### src/rtl/gcd_disp_pkg.sv
// Shared types and constants for the GCD result display: FSM states, seven-segment
// code table (bit0=a .. bit6=g, active-high) and helpers for polarity and digit sizing.
package gcd_disp_pkg;

  typedef enum logic [1:0] {
    StIdle,
    StShift,
    StLatch
  } disp_state_e;

  localparam logic [6:0] SEG_BLANK = 7'h00;

  // Index n holds the active-high pattern for decimal digit n.
  localparam logic [9:0][6:0] SEG7 = {
    7'h6F, 7'h7F, 7'h07, 7'h7D, 7'h6D, 7'h66, 7'h4F, 7'h5B, 7'h06, 7'h3F
  };

  function automatic logic [6:0] seg_polarity(input logic [6:0] seg, input bit active_low);
    return active_low ? ~seg : seg;
  endfunction

  // Decimal digits needed to show 2^width-1.
  function automatic int unsigned bcd_min_digits(input int unsigned width);
    logic [127:0] v;
    int unsigned  n;
    v = (128'd1 << width) - 128'd1;
    n = 0;
    while (v != 128'd0) begin
      v = v / 128'd10;
      n++;
    end
    return n;
  endfunction

endpackage

### src/rtl/seg7_encode.sv
// Combinational BCD digit to active-high seven-segment pattern; non-decimal codes
// and the blank request both produce an unlit digit.
module seg7_encode
  import gcd_disp_pkg::*;
(
  input  logic [3:0] bcd_i,
  input  logic       blank_i,
  output logic [6:0] seg_o
);

  always_comb begin
    seg_o = SEG_BLANK;
    if (!blank_i && (bcd_i <= 4'd9)) begin
      seg_o = SEG7[bcd_i];
    end
  end

endmodule

### src/rtl/gcd_result_display.sv
// Accepts GCD results over valid/ready, converts them to BCD by double-dabble and
// latches seven-segment digits. Optional macro LEADING_ZERO_BLANK_EN blanks leading zeros.
module gcd_result_display
  import gcd_disp_pkg::*;
#(
  parameter int unsigned WIDTH          = 8,
  parameter int unsigned DIGITS         = 3,
  parameter bit          SEG_ACTIVE_LOW = 1'b1
) (
  input  logic                  clk,
  input  logic                  rst,
  input  logic                  res_valid,
  input  logic [WIDTH-1:0]      res_data,
  output logic                  res_ready,
  output logic [7*DIGITS-1:0]   hex,
  output logic                  busy,
  output logic                  done
);

  localparam int unsigned BcdW = 4 * DIGITS;
  localparam int unsigned CntW = $clog2(WIDTH + 1);
  localparam logic [6:0]  SegOff = seg_polarity(SEG_BLANK, SEG_ACTIVE_LOW);

  if (DIGITS < bcd_min_digits(WIDTH)) begin : g_digits_check
    $error("gcd_result_display: DIGITS too small for WIDTH");
  end

  disp_state_e         state_q, state_d;
  logic [WIDTH-1:0]    bin_q, bin_d;
  logic [BcdW-1:0]     bcd_q, bcd_d, bcd_adj;
  logic [CntW-1:0]     cnt_q, cnt_d;
  logic                ready_q, ready_d;
  logic                done_q, done_d;
  logic [7*DIGITS-1:0] hex_q, hex_d, hex_enc;
  logic [DIGITS-1:0]   blank;
  logic [DIGITS-1:0][6:0] seg_raw;
  logic                transfer;

  assign transfer = res_valid && ready_q;

  // State register
  always_ff @(posedge clk) begin
    if (rst) begin
      state_q <= StIdle;
    end else begin
      state_q <= state_d;
    end
  end

  // Next-state logic
  always_comb begin
    state_d = state_q;
    case (state_q)
      StIdle:  if (transfer) state_d = StShift;
      StShift: if (cnt_q == CntW'(1)) state_d = StLatch;
      StLatch: state_d = StIdle;
      default: state_d = StIdle;
    endcase
  end

  // Add 3 to every digit >= 5 ahead of the shift.
  always_comb begin
    bcd_adj = bcd_q;
    for (int d = 0; d < int'(DIGITS); d++) begin
      if (bcd_q[4*d+:4] >= 4'd5) begin
        bcd_adj[4*d+:4] = bcd_q[4*d+:4] + 4'd3;
      end
    end
  end

  // Output / datapath next-state logic
  always_comb begin
    bin_d   = bin_q;
    bcd_d   = bcd_q;
    cnt_d   = cnt_q;
    hex_d   = hex_q;
    done_d  = 1'b0;
    // Ready returns one cycle after the FSM is back in idle.
    ready_d = (state_q == StIdle) && !transfer;
    case (state_q)
      StIdle: begin
        if (transfer) begin
          bin_d = res_data;
          bcd_d = '0;
          cnt_d = CntW'(WIDTH);
        end
      end
      StShift: begin
        {bcd_d, bin_d} = {bcd_adj, bin_q} << 1;
        cnt_d          = cnt_q - CntW'(1);
      end
      StLatch: begin
        hex_d  = hex_enc;
        done_d = 1'b1;
      end
      default: ;
    endcase
  end

  always_ff @(posedge clk) begin
    if (rst) begin
      bin_q   <= '0;
      bcd_q   <= '0;
      cnt_q   <= '0;
      ready_q <= 1'b1;
      done_q  <= 1'b0;
      hex_q   <= {DIGITS{SegOff}};
    end else begin
      bin_q   <= bin_d;
      bcd_q   <= bcd_d;
      cnt_q   <= cnt_d;
      ready_q <= ready_d;
      done_q  <= done_d;
      hex_q   <= hex_d;
    end
  end

`ifdef LEADING_ZERO_BLANK_EN
  // Blank every digit above the most significant nonzero one; digit 0 always shows.
  always_comb begin
    logic lead;
    lead  = 1'b1;
    blank = '0;
    for (int i = int'(DIGITS) - 1; i > 0; i--) begin
      if (bcd_q[4*i+:4] != 4'd0) lead = 1'b0;
      blank[i] = lead;
    end
  end
`else
  assign blank = '0;
`endif

  for (genvar i = 0; i < DIGITS; i++) begin : g_digit
    seg7_encode u_seg7_encode (
      .bcd_i   (bcd_q[4*i+:4]),
      .blank_i (blank[i]),
      .seg_o   (seg_raw[i])
    );
    assign hex_enc[7*i+:7] = seg_polarity(seg_raw[i], SEG_ACTIVE_LOW);
  end

  assign res_ready = ready_q;
  assign busy      = (state_q != StIdle);
  assign done      = done_q;
  assign hex       = hex_q;

endmodule
### config.mk
export PLATFORM = sky130hd
export DESIGN_NAME = gcd_result_display
export DESIGN_NICKNAME = d
export VERILOG_FILES = /design/src/rtl/gcd_disp_pkg.sv /design/src/rtl/seg7_encode.sv /design/src/rtl/gcd_result_display.sv
export SDC_FILE = /design/constraint.sdc
export NUM_CORES = 1
export LEC_CHECK = 0
export CAP_MARGIN = 10
export CELL_PAD_IN_SITES_DETAIL_PLACEMENT = 1
export CELL_PAD_IN_SITES_GLOBAL_PLACEMENT = 1
export CORE_ASPECT_RATIO = 1.1
export CORE_UTILIZATION = 41
export DETAILED_ROUTE_END_ITERATION = 7
export PLACE_DENSITY_LB_ADDON = 0.1
export SETUP_SLACK_MARGIN = 0.5
export SYNTH_ARGS = -nofsm -noshare
export SYNTH_HDL_FRONTEND = slang
export SYNTH_HIERARCHICAL = 1
export SYNTH_SLANG_ARGS = --single-unit
### constraint.sdc
create_clock -name clk -period 1.8 [get_ports clk]
set_clock_uncertainty 0.05 [all_clocks]
set_input_delay 0.27 -clock clk [delete_from_list [all_inputs] [get_ports clk]]
set_output_delay 0.27 -clock clk [all_outputs]
set_load 0.01 [all_outputs]
==> impl_metrics.tcl <==
set metrics [dict create \
    crit_required_ns 1.92 \
    max_stage_delay_ns 0.51 \
    wl_per_cell_um 21.78 \
    dieArea_um2 7430 \
    endpoint "bcd_q[8]" \
    fin_cells 491 \
    place_hpwl_um 4689 \
    cts_tree "built" \
    p_per_area_nw_per_um2 568.7 \
    cts_max_path_buffers 2 \
    syn-instance-count 333 \
    cp_top_family "compound AO/OA/AOI/OAI gates" \
    cp_max_fo 9 \
    finalSetupViolCount 0 \
    drt_iter0_markers 134 \
    end_kind "register" \
    postRouteAntennaNets 0 \
    die_x_um 82.28 \
    viasPerCell 5.943 \
    n_antenna_cell 0 \
    grt_pass1_vias 2802 \
    fin_nets 445 \
    start_util_pct 43.32 \
    use_met3_pct 3.636 \
    routed_wl_um 10690 \
    cp.arrival_ns 1.84 \
    area_growth_pct 53.25 \
    io-pin-count 35 \
    grt_max_degree 44 \
    min_path_type "in -> reg" \
    grt_overflow_total 0 \
    met1_usage_pct 28.04 \
    r2r_slack_ns 0.08 \
    grt_use_total_pct 23.16 \
    crit_chain "buf_8, buf_12, a21oi_4, buf_12, o211ai_1, o41ai_4" \
    path_class "reg -> reg" \
    gp_congestion 0.7771 \
    ys_seq_area_share_pct 33.75 \
    synth-seq-cells 49 \
    status "complete, no violations" \
    r2r_cells 6 \
    dp_slack_ns 0.08768 \
    slowest_stage "o211ai_1" \
    dpl.cell_count 438 \
    crit_start "state_q[0]" \
    worst_slack_ns 0.08269 \
    antenna_found_initial 0 \
    mostFrequentLayoutCells "nand2_1, o211ai_1, dfxtp_1" \
    synthFlopType "dfxtp_1" \
    final_max_slew_viol_count 0 \
    fin_setup_tns_ns 0 \
    synthesis.area_um2 2907 \
    vias 2918 \
    yosys_warnings 6 \
    grt_pass1_wl_um 13500 \
    cts.clk_slew.worst_paths_ns 0.10 \
    drc 0 \
    cp.depth 6 \
    clk_latency_ns 0.32 \
    timing.final.crit_share_pct 95.41 \
    cts_sinks 49 \
    leakagePower_nw 1.797 \
    dr.pass1.iters 4 \
    async_reset_ff_share_pct 0 \
    rsz0062_at_grt "yes" \
    hold-worst-slack_ns 0.4226 \
    top_usage_layer "met2" \
    coreArea_um2 6710 \
    cp-start-kind "register" \
    n_fill_cell 732 \
    numPortBuffers 34 \
    worst_slew_pin_slew_ns 0.5957 \
    report.final.hold_viol_count 0 \
    root_buffer "clkbuf_8" \
    cts_buffers 5 \
    max_freq_ghz 0.5823 \
    worstReg2RegEnd "bcd_q[8]" \
    design_area_um2 4454 \
    relSlewSlack_pct 60.11 \
    die_y_um 90.31 \
    crit_top_cell "buf_12" \
    use_met2_pct 41.12 \
    core.rowCount 31 \
    fin_crit_ns 1.717 \
    drive_gt1_share_pct 41.56 \
    peakVddDrop_mv 0.4406 \
    cap_viol_max_count 0 \
    hold_buffers 0 \
    h-tree-depth 2 \
    synth_edf_count 0 \
    crit_buf_inv 3 \
    synth_cell_types 44 \
    reg2reg_from "state_q[0]" \
    dpl_cell_area_um2 3352 \
    synth.avg_cell_area_um2 8.728 \
    layout_commonest_cell "nand2_1" \
]
## area by class of cell
class | instances | area [um^2] | area share, %
clock buffers | 6 | 82.58 | 1.854
clock inverters | 2 | 37.54 | 0.8427
inverters | 27 | 127.6 | 2.865
multi-input cells | 241 | 2227 | 50.00
flip-flops and latches | 49 | 1028 | 23.09
well taps | 82 | 102.6 | 2.303
repair buffers | 84 | 848.3 | 19.04
## worst min-delay path, cell delays in order
cell and delay, ns:
dlymetal6s2s_1 0.20, inv_1 0.18, o21ai_0 0.11
## cells by family (layout without fill, tap and decap cells)
| group | Yosys count | count (layout) | synth area share [%] |
|---|---|---|---|
| AO/OA/AOI/OAI | 115 | 116 | 28.89 |
| XOR/XNOR | 2 | 2 | 0.6028 |
| adder cells (fa/ha/maj) | 26 | 26 | 11.19 |
| buffers and inverters | 47 | 119 | 7.533 |
| flip-flops | 49 | 49 | 33.75 |
| multiplexers | 8 | 8 | 2.755 |
| other | 1 | 3 | 0.1290 |
| AND/OR/NAND/NOR | 85 | 86 | 15.15 |
## routing by layer
layer / vias up / share of wire, %
met2: 87 / 54
met1: 1450 / 39
met5: - / 0
li1: 1351 / -
met3: 30 / 3.3
met4: 0 / 3.4
## power breakdown
group          internal [mW]  total, mW  switching, mW  leakage [nW]
Clock                  0.453      0.869          0.416        0.0574
Sequential              1.11       1.15         0.0384         0.409
Combinational          0.245      0.512          0.267          1.33
Total                   1.81       2.53          0.722          1.80
## worst min-delay path by stage
stage             start         to  cells after the start
2_1_floorplan  bin_q[7]   bcd_q[0]                      2
4_1_cts        bin_q[7]   bcd_q[0]                      2
3_3_place_gp   bin_q[7]   bcd_q[0]                      2
5_1_grt             rst  res_ready                      3
3_5_place_dp   bin_q[7]   bcd_q[0]                      2
6_report            rst  res_ready                      3
## metrics by stage
stage	util, %	power [mW]
floorplan	-	1.403
finish	66.38	2.533
global route	66.38	2.622
CTS	58.64	2.402
global placement	49.95	1.494
detailed placement	49.95	1.505
## registers in the layout, indices dropped and copies added (netlist names)
signal	cells
cnt_q	4
bcd_q	12
hex	21
bin_q	8
res_ready	1
done	1
state_q	2
## cells in the mapped netlist (2+ instances only)
cell type	n	area share, %
ha_1	26	11
o31ai_4	3	2.2
nor2_1	8	1.0
clkbuf_1	5	0.65
o21a_1	3	0.77
a21oi_2	3	0.90
o41ai_1	2	0.60
mux2i_1	8	2.8
a31oi_1	5	1.1
buf_2	10	1.7
nor3_1	6	1.0
inv_1	24	3.1
a311oi_1	8	2.4
o21ai_0	10	1.7
a211oi_1	4	1.0
inv_2	3	0.39
nor4b_1	3	0.90
o211ai_1	34	8.8
nand2_1	35	4.5
buf_6	3	1.2
dfxtp_1	49	34
nand2b_1	11	2.4
buf_4	2	0.52
o31ai_1	3	0.77
xnor2_1	2	0.60
a21oi_1	29	5.0
nand3_1	3	0.52
nor2b_1	10	2.2
o2111ai_1	6	1.8
## what timing repair did
action / CTS / global route
resized for setup: 93 / 79
pin swaps: 36 / 23
cloned: 1 / 4
buffers inserted: 24 / 16
endpoints found under the setup margin: 66 / 52
endpoints found under the hold margin: 0 / 0
Note: power is estimated with default switching activity, not from simulation.
